===== config.mk =====
export PLATFORM = sky130hd
export DESIGN_NAME = xu_ly_nut_bam
export DESIGN_NICKNAME = d
export VERILOG_FILES = /design/src/rtl/xu_ly_nut_bam.sv
export SDC_FILE = /design/constraint.sdc
export NUM_CORES = 1
export LEC_CHECK = 0
export BUFFER_PORTS_ARGS = -buffer_cell sky130_fd_sc_hd__buf_2
export CORE_MARGIN = 2
export CORE_UTILIZATION = 56
export DETAILED_ROUTE_END_ITERATION = 8
export HOLD_SLACK_MARGIN = 0.03
export MAX_ROUTING_LAYER = met4
export PLACE_DENSITY = 0.75
export SYNTH_ARGS = -nofsm -noshare
export SYNTH_HDL_FRONTEND = slang
export SYNTH_SLANG_ARGS = --single-unit

===== constraint.sdc =====
create_clock -name i_clk -period 2.6 [get_ports i_clk]
set_input_delay 0.13 -clock i_clk [delete_from_list [all_inputs] [get_ports i_clk]]
set_output_delay 0.13 -clock i_clk [all_outputs]
set_load 0.02 [all_outputs]

===== src/rtl/xu_ly_nut_bam.sv =====
// Button front-end: synchronizes, debounces and turns the active-low inc/dec buttons into
// single-cycle command strobes with hold-to-repeat and a both-pressed lockout.
module xu_ly_nut_bam #(
   parameter int unsigned DEBOUNCE_CYC  = 500_000,
   parameter int unsigned REPEAT_DELAY  = 25_000_000,
   parameter int unsigned REPEAT_PERIOD = 10_000_000
) (
   input  logic i_clk,
   input  logic i_rst,
   input  logic i_en,
   input  logic i_inc_btn,
   input  logic i_dec_btn,
   output logic o_inc_pulse,
   output logic o_dec_pulse,
   output logic o_inc_held,
   output logic o_dec_held
);

   localparam int unsigned RepMax = (REPEAT_DELAY > REPEAT_PERIOD) ? REPEAT_DELAY : REPEAT_PERIOD;
   localparam int unsigned RepW   = $clog2(RepMax) + 1;
   localparam int unsigned DbW    = $clog2(DEBOUNCE_CYC) + 1;

   localparam logic [DbW-1:0]  DbLast  = DbW'(DEBOUNCE_CYC - 1);
   localparam logic [RepW-1:0] RdLast  = RepW'(REPEAT_DELAY - 1);
   localparam logic [RepW-1:0] RpLast  = RepW'(REPEAT_PERIOD - 1);

   typedef enum logic [1:0] {StIdle, StWait, StRepeat, StLock} st_e;

   // Channel index 0 = increment, 1 = decrement.
   logic [1:0]      r_sync1;
   logic [1:0]      r_sync2;
   logic [1:0]      r_vld;
   logic [1:0]      r_armed;
   logic [1:0]      r_db;
   logic [1:0]      r_pulse;
   logic [DbW-1:0]  r_db_cnt [2];
   logic [RepW-1:0] r_rep    [2];
   st_e             r_st     [2];

   logic [1:0]      w_samp;
   logic [1:0]      w_db_d;
   logic [1:0]      w_rise;
   logic [1:0]      w_pulse_d;
   logic            w_both;
   logic            w_none;
   logic [DbW-1:0]  w_db_cnt_d [2];
   logic [RepW-1:0] w_rep_d    [2];
   st_e             w_st_d     [2];

   // Debouncer: accept a level only after DEBOUNCE_CYC consecutive differing samples.
   always_comb begin
      for (int c = 0; c < 2; c++) begin
         w_samp[c]     = ~r_sync2[c];
         w_db_d[c]     = r_db[c];
         w_db_cnt_d[c] = '0;
         if (w_samp[c] != r_db[c]) begin
            if (r_db_cnt[c] == DbLast) begin
               w_db_d[c] = w_samp[c];
            end else begin
               w_db_cnt_d[c] = r_db_cnt[c] + DbW'(1);
            end
         end
      end
   end

   // Press edges only count once the button has been seen released since reset, so a button
   // held through reset stays silent until it is let go and pressed again.
   always_comb begin
      w_both = w_db_d[0] & w_db_d[1];
      w_none = ~w_db_d[0] & ~w_db_d[1];
      for (int c = 0; c < 2; c++) begin
         w_st_d[c]    = r_st[c];
         w_rep_d[c]   = r_rep[c] + RepW'(1);
         w_pulse_d[c] = 1'b0;
         w_rise[c]    = w_db_d[c] & ~r_db[c] & r_armed[c];
         if (w_both) begin
            w_st_d[c]  = StLock;
            w_rep_d[c] = '0;
         end else begin
            unique case (r_st[c])
               StIdle: begin
                  w_rep_d[c] = '0;
                  if (w_rise[c] && i_en) begin
                     w_pulse_d[c] = 1'b1;
                     w_st_d[c]    = StWait;
                  end
               end
               StWait: begin
                  if (!w_db_d[c] || !i_en) begin
                     w_st_d[c]  = StIdle;
                     w_rep_d[c] = '0;
                  end else if (r_rep[c] == RdLast) begin
                     w_pulse_d[c] = 1'b1;
                     w_rep_d[c]   = '0;
                     w_st_d[c]    = StRepeat;
                  end
               end
               StRepeat: begin
                  if (!w_db_d[c] || !i_en) begin
                     w_st_d[c]  = StIdle;
                     w_rep_d[c] = '0;
                  end else if (r_rep[c] == RpLast) begin
                     w_pulse_d[c] = 1'b1;
                     w_rep_d[c]   = '0;
                  end
               end
               StLock: begin
                  w_rep_d[c] = '0;
                  if (w_none) begin
                     w_st_d[c] = StIdle;
                  end
               end
               default: begin
                  w_st_d[c]  = StIdle;
                  w_rep_d[c] = '0;
               end
            endcase
         end
      end
   end

   always_ff @(posedge i_clk) begin
      if (i_rst) begin
         r_sync1 <= 2'b11;
         r_sync2 <= 2'b11;
         r_vld   <= '0;
         r_armed <= '0;
         r_db    <= '0;
         r_pulse <= '0;
         for (int c = 0; c < 2; c++) begin
            r_db_cnt[c] <= '0;
            r_rep[c]    <= '0;
            r_st[c]     <= StIdle;
         end
      end else begin
         r_sync1 <= {i_dec_btn, i_inc_btn};
         r_sync2 <= r_sync1;
         // r_vld marks when r_sync2 holds real pin samples rather than reset fill.
         r_vld   <= {r_vld[0], 1'b1};
         r_armed <= r_armed | ({2{r_vld[1]}} & r_sync2);
         r_db    <= w_db_d;
         r_pulse <= w_pulse_d;
         for (int c = 0; c < 2; c++) begin
            r_db_cnt[c] <= w_db_cnt_d[c];
            r_rep[c]    <= w_rep_d[c];
            r_st[c]     <= w_st_d[c];
         end
      end
   end

   assign o_inc_pulse = r_pulse[0];
   assign o_dec_pulse = r_pulse[1];
   assign o_inc_held  = r_db[0];
   assign o_dec_held  = r_db[1];

endmodule


==> run summary, run 1 <==
The highest net fanout along the worst path came out at 6. The final count of hold timing violations came out at 0. For this design, the slowest cell found on the critical path is dfxtp_1. The maximum level of the CTS H-tree came out at 3. The total routing usage reported by global routing is 20.61%. For this configuration, the core starts out at a cell density of 58.37%. The non-filler instance count after layout came out at 693. The number of global-route vias before repair is 3,779. The utilization of the core after routing is 64.19%. The repair_antennas step left the layout with diodes totalling 0.

The total grt overflow came out at 0. The first detailed-routing pass took 5 iterations. At the pin with the least slew margin, the transition time is 0.6624 ns. The wire length of the first global-routing pass is 15.95 mm.

The area growth from synthesis to layout is 9.969%. Once detail routing completed, the nets flagged for antenna violations numbered 0. The highest clock rate is 0.4102 GHz. The leakage component of the power is 1.765 nW.

The violation count after the first detailed-route iteration is 171. The buffer cell driving the clock tree root is clkbuf_8. Synthesis handed over a netlist of 561 instances.

The number of clock sinks came out at 108. The number of input and output port buffers inserted came out at 8. Counting every net in the synthesized netlist gives 571. The worst-case clock skew is 0.01631 ns. The share of the clock period used by the worst path after layout is 93.76%. The count of pins over their slew limit is 0. The critical path capture point type is a register.

Summed over all layers, the routed wires come to 9.080 mm. The number of synthesized flops with an enable pin came out at 0. Fill cells in the final layout number 689. Dividing the detail-routed wire length by the instance count gives 13.10 um. The clock-pin slew on the worst setup and hold paths is 0.10 ns.

The remaining max-slew budget at the tightest pin is 55.84%. The die boundary width came out at 97.01 um. The layout cell share with drive strength beyond 1 came out at 10.20%. The insertion delay of the later-clocked pin in the worst-skew pair came out at 0.37 ns. The clock buffer count from CTS is 9.

In this run the power density over the cells is 490.3 mW/mm^2. For this run, the number of Yosys warnings is 0. The largest stage delay on the critical path came out at 0.36 ns. The cell row count is 33. The die area is 0.009411 mm^2.

The critical path required time is 2.85 ns. The run finished with clean final reports. Max-cap violations in this run came to 0. The worst hold path belongs to the class input port to register.

The total of flip-flops plus latches after synthesis is 108. The buffer levels on the longest clock path is 2. The critical path is of the register to register type. Among cell families on the critical path, the largest total delay comes from simple AND/OR/NAND/NOR gates. The average instance in the mapped netlist occupies 8.636 um^2. The total negative setup slack is 0 ns. The detailed-placement wirelength estimate came out at 6.285 mm. TritonCTS built the clock tree. Counting both buffers and inverters, the worst setup path holds a total of 0.

The fraction of registers with async set or reset after synthesis came out at 0%. The detail-routed via count per cell is 5.564. Among all flip-flop cells after synthesis, the most frequent one is dfxtp_1. The count of placed standard cells including taps is 676. The synthesized netlist contains 46 unique library cells. Across the VDD grid, the largest voltage drop is 0.2586 mV. The number of top-level pins is 9. Setup violations remaining at the end of the flow were counted as 0. The total power came out at 2.612 mW. The die height came out at 97.01 um. Entering global routing, the biggest net connects 26 pins. The signal on the critical path passes through nor4b_2 -> nand4_1 -> nor3_2 -> mux2i_1 -> ha_2 -> nor2b_1 -> and4_4 -> o31a_1.

The total via count in the routed design is 3,856. In this run the post-CTS setup repair buffer count came out at 0. The number of nets in the final layout is 594. The number of antenna violations at the first check in global routing was 0.

The arrival time at the worst endpoint came out at 2.69 ns. At the end of routability-driven placement, the weighted congestion stood at 0.8153. STA classifies the critical path startpoint as a register. The synthesized netlist occupies a cell area of 0.004845 mm^2. The share of synthesized area occupied by flip-flops and latches came out at 44.63%. The remaining design rule violation count came out at 0. The shortest clock period the worst path allows after layout is 2.438 ns. The total core area is 0.008299 mm^2.
flip-flops by register name, indices dropped and copies added (netlist names):
name / count
r_armed: 2
r_db: 2
r_db_cnt: 40
r_pulse: 2
r_rep: 52
r_st: 4
r_sync1: 2
r_sync2: 2
r_vld: 2
where the power goes:
part,internal (mW),switching (mW)
logic,0.0121,0.0195
registers,1.66,0.00498
clock network,0.371,0.544
total,2.04,0.569
layer usage:
metal	track usage, %	routed length [um]
met1	24.59	4306
met2	33.76	4351
met3	6.358	310
met4	5.850	112
met5	-	0
worst paths after layout:
path / startpoint / end / slack [ns] / depth (start not counted)
max: r_db_cnt[0][34] / r_st[0][0] / 0.16 / 8
min: i_rst / r_armed[1] / 0.13 / 2
max reg2reg: r_db_cnt[0][34] / r_st[0][0] / 0.16 / 8
min reg2reg: r_sync1[0] / r_sync2[0] / 0.43 / 1
cell type report:
type	instances	area [um^2]	area share, %
multi-input cells	425	2603	48.85
flip-flops and latches	108	2162	40.58
repair buffers	26	205.2	3.852
clock buffers	10	137.6	2.583
well taps	105	131.4	2.466
inverters	14	52.55	0.9864
clock inverters	5	36.28	0.6811
cells in the final DEF (no fill, tap or decap), types with 9 or more instances in the layout:
cell      synthesis  routed
xor2_1           56      56
dfxtp_1         108     108
buf_4             0      14
nand4_1          22      22
nand2_1          39      39
xnor2_1          27      27
nand3_1          41      41
and3_1           12      12
inv_1            14      14
clkbuf_8          0      10
nor2_1          118     117
nor3_1           10       9
synth_stat cells, types with 2 or more instances:
master,instances,area (um^2)
o211ai_1,2,15.01
or2_2,6,37.54
nor4b_1,5,43.79
nand2_1,39,146.4
and4_1,8,70.07
xnor2_1,27,236.5
and3_1,12,75.07
and3b_1,2,17.52
o21ai_0,5,25.02
inv_1,14,52.55
a31oi_1,4,25.02
xor2_1,56,490.5
nand4_1,22,137.6
nor3_1,10,50.05
or3_1,5,31.28
nand2b_1,5,31.28
nor4_1,8,50.05
and2_1,5,31.28
dfxtp_1,108,2162
nand3b_1,2,15.01
buf_2,7,35.03
nor2_1,118,442.9
or4_1,3,22.52
nand3_1,41,205.2
a21oi_1,7,35.03
ha_1,5,62.56
nand4b_1,3,26.28
nor2b_1,8,50.05
clkbuf_1,7,26.28
kinds of logic (layout without fill, tap and decap cells):
| family | after synthesis | in the layout | share of synthesized area [%] |
|---|---|---|---|
| compound gates | 28 | 28 | 4.184 |
| xor+xnor | 83 | 83 | 15.01 |
| fa+ha+maj | 5 | 5 | 1.291 |
| buf+inv | 28 | 55 | 2.350 |
| flops | 108 | 108 | 44.63 |
| mux | 1 | 1 | 0.2066 |
| simple gates | 308 | 308 | 32.33 |
per-stage QoR:
stage | setup slack (ns) | hold slack (ns) | instance area [um^2]
2_1_floorplan | 0.03281 | 0.2060 | 4852
3_3_place_gp | 0.1211 | 0.3170 | 5107
3_5_place_dp | 0.04687 | 0.3202 | 5107
4_1_cts | 0.02402 | 0.1177 | 5301
5_1_grt | -0.004838 | 0.1169 | 5328
6_report | 0.1622 | 0.1298 | 5328
repair_timing:
item                                    4_1_cts  5_1_grt
resized for setup                             0        6
hold endpoints to repair                      2        0
hold buffers                                  2        0
endpoints found under the setup margin        0       54
worst reg2reg max path: cells and delay by family, from the launching register on:
kind                     cells  cell delay (ns)
AO/OA/AOI/OAI                1             0.30
flip-flops                   1             0.36
multiplexers                 1             0.29
AND/OR/NAND/NOR              5             1.09
adder cells (fa/ha/maj)      1             0.30
Note: power is estimated with default switching activity, not from simulation.
==> run 2, diff against run 1 <==
- ABC_AREA: default -> 1
- CORE_UTILIZATION: 56 -> 57
- PLACE_DENSITY: 0.75 -> 0.76
- SLEW_MARGIN: default -> 15
==> run summary, run 2 <==
The most common cell after layout, fill and taps aside is nand2_1. The largest single stage delay on the critical path is 0.38 ns. The layout cell share with drive strength beyond 1 came out at 10.22%.

For this design the total switching power over the nets is 0.6021 mW. After detailed routing, the total wire length is 11.46 mm. Among all stages on the critical path, the largest delay is contributed by dfxtp_1. Sorting the synthesized cells by how often they occur yields nand2_1, nor2_1, inv_1. After synthesis, the share of flip-flops with an asynchronous set or reset is 0%. The number of endpoints failing setup at the final stage is 0. Sequential cells were found to cover 38.17% of the synthesized design area. The number of maximum-capacitance violations is 0. The element type at the critical path start is a register. The post-synthesis instance area is 0.005664 mm^2.

For the worst setup path, the data required time is 2.90 ns. The last weighted congestion value of the routability-driven placer is 0.9641. The buffer levels on the longest clock path came out at 2. In the synthesized netlist the dominant register cell turns out to be dfxtp_1. The depth of the worst hold-timing path is 2. VDD sags by at most 0.3719 mV. The number of distinct library cells after synthesis came out at 36. The remaining max-slew budget at the tightest pin came out at 70.88%.

Detailed placement ended at an HPWL of 8.670 mm. The final non-filler cell area is 0.006031 mm^2. The path category of the worst min-delay check is input port to register. The count of warnings emitted by yosys came out at 0. The worst-case clock skew came out at 0.01039 ns. The die area came out at 0.01075 mm^2. The initial utilization of the core area, before any placement, comes to 58.22%.

The count of nets left with antenna violations after detail routing is 0. The number of synthesized flops with an enable pin is 0. In this run the horizontal extent of the chip is 103.7 um. After filler insertion, the fill cell instance count of the layout stands at 897.

The share of the clock period used by the worst path after layout is 91.10%. The library cell with the highest instance count after synthesis is nand2_1. For the worst flop-to-flop path, the logic depth is 13.

The total internal power came out at 2.052 mW. Of all cell types, the one taking the most synthesized area is dfxtp_1. Dividing total power by cell area gives a power density of 440.2 mW/mm^2. The remaining design rule violation count came out at 0. In this run the worst path has a maximum fanout of 24.

The number of clock sinks came out at 108. The insertion delay of the later-clocked pin in the worst-skew pair came out at 0.38 ns. At the pin with the least slew margin, the transition time is 0.4332 ns. The total negative setup slack came out at 0 ns. The count of pins over their slew limit came to 0.

The number of nets in the final layout came out at 837. The total routing usage reported by global routing came out at 22.85%. Combinational cells account for 2.0% of the total power. The leakage component of the power is 2.099 nW.

The iteration count of the initial detailed-routing pass came out at 4. The sequential power share is 62.9%. The routed wire length per instance is 11.87 um. The total via count in the routed design came out at 5,053.

The maximum level of the CTS H-tree came out at 3. The share of the synthesized area in the top cell type came out at 38.17%. The die height came out at 103.7 um.

The clock buffer count from CTS is 9. The arrival time at the worst endpoint is 2.67 ns. The highest clock rate came out at 0.4222 GHz. The share of total power consumed by net switching is 22.68%. Synthesis inferred 108 register bits. The final count of hold timing violations was 0. The number of antenna violations at the first check in global routing is 0. The average footprint of a synthesized cell came out at 6.950 um^2. The sequential cell area in the final layout came out at 0.002162 mm^2. By area the synthesized netlist is led by dfxtp_1, nand2_1, nor2_1, inv_1, xor2_1. The worst setup path is captured at a register. The number of top-level pins came out at 9. The run finished with clean final reports. In the routed layout, each cell is associated on average with a via count of 5.236. The antenna diode count is 0.

Relative to the synthesized area, the layout overhead comes to 6.472%. The top register by number of flip-flops is r_rep. The post-CTS setup buffer count is 0.

Clock-pin slew was measured on the worst setup and hold paths at 0.10 ns. The type of the worst setup path is register to register. CTS placed an instance of clkbuf_8 at the clock tree root.

The initialized floorplan defines 36 standard-cell rows. The flip-flop count of the largest register after layout came out at 52. The number of input and output port buffers inserted is 8. TritonCTS built the clock tree.

When the netlist entered floorplanning its net count stood at 825. The routed design could run at a clock period as short as 2.369 ns. Setup repair after global routing left no endpoint under its margin. The area after detailed placement is 0.005833 mm^2. Leaving out fill and tap cells, the most frequent cells in the layout are nand2_1, nor2_1, inv_1. The total grt overflow is 0. The pin count of the biggest net entering global routing is 25. The violation count after the first detailed-route iteration is 175.

Counting every instance in the synthesized netlist gives 815. The clock network burns 35.1% of the power. The total core area is 0.009729 mm^2. The number of global-route vias before repair is 4,651. In the final layout, the registers with the most flip-flops are r_rep: 52 flops, r_db_cnt: 40 flops, r_st: 4 flops.

The combined area of the multi-input logic cells came out at 0.003002 mm^2. The wire length of the first global-routing pass is 20.11 mm. Traced cell by cell, the critical path runs through ha_1 -> nand2_1 -> nor2_1 -> nand3_1 -> nor2_1 -> nand2_1 -> nand2_1 -> nand2_2 -> ha_1 -> nor2_1 -> buf_4 -> nand2_4 -> nor3_1.
[run 2: changes by cell type after synthesis, sizes merged, moves of 20 or more]
cell   change
nand2    +120
nor3      +32
inv       +98
xor2      -22
nor2      +50
xnor2     -20
[run 2: worst max-delay path, delay by kind of cell, from the launching register on]
kind                       cells  cell delay, ns
DFF                            1            0.38
adders and majority gates      2            0.46
and+or+nand+nor               10            1.26
buffers and inverters          1            0.19
[run 2: metal layers]
metal	GRT usage [%]	wire (um)	part of all wire [%]	vias to the layer above
met2	37.89	5540	48	90
met4	7.239	179	1.6	0
met1	27.26	5330	47	2307
met5	-	0	0	-
li1	-	-	-	2634
met3	5.979	407	3.6	22
[run 2: worst paths after layout]
| check | from | end | slack, ns |
|---|---|---|---|
| max | r_db_cnt[0][0] | r_rep[0][28] | 0.23 |
| min | i_rst | r_db[0] | 0.07 |
| max reg2reg | r_db_cnt[0][0] | r_rep[0][28] | 0.23 |
| min reg2reg | r_vld[0] | r_vld[1] | 0.42 |
[run 2: kinds of logic after synthesis]
kind of cell,count (synthesis),synth area share [%]
XOR/XNOR,41,6.340
AO/OA/AOI/OAI,54,5.302
flip-flops,108,38.17
adder cells (fa/ha/maj),5,1.104
buffers and inverters,125,8.836
AND/OR/NAND/NOR,482,40.25
[run 2: per-stage QoR]
step                      worst slack [ns]  util [%]  cells  power [mW]  hold WS [ns]
after floorplan                     0.3293         -    815       1.745        0.2311
after global placement              0.3330     59.95    947       1.757        0.3137
after detailed placement            0.2608     59.95    947       1.759        0.3172
after CTS                           0.2263     61.99    965       2.695       0.05895
after global routing               0.02522     61.99    965       2.786       0.06968
final                               0.2315     61.99    965       2.654       0.07400
[run 2: area by class of cell]
cell class	instances	share of cell area (%)
Clock inverter	6	0.6639
Sequential cell	108	35.85
Clock buffer	10	2.282
Inverter	112	6.971
Multi-Input combinational cell	582	49.77
Timing Repair Buffer	14	1.701
Tap cell	133	2.759
[run 2: power by group through the flow]
stage | combinational, mW | sequential (mW) | clock, mW
floorplan | 0.0387 | 1.71 | 0
global placement | 0.0494 | 1.71 | 0
detailed placement | 0.0513 | 1.71 | 0
CTS | 0.0537 | 1.67 | 0.972
global route | 0.0611 | 1.67 | 1.05
finish | 0.0538 | 1.67 | 0.931
[run 2: timing repair]
| action | CTS | global route |
|---|---|---|
| hold buffers | 2 | 0 |
| resized for setup | 0 | 0 |
| endpoints found under the hold margin | 2 | 0 |
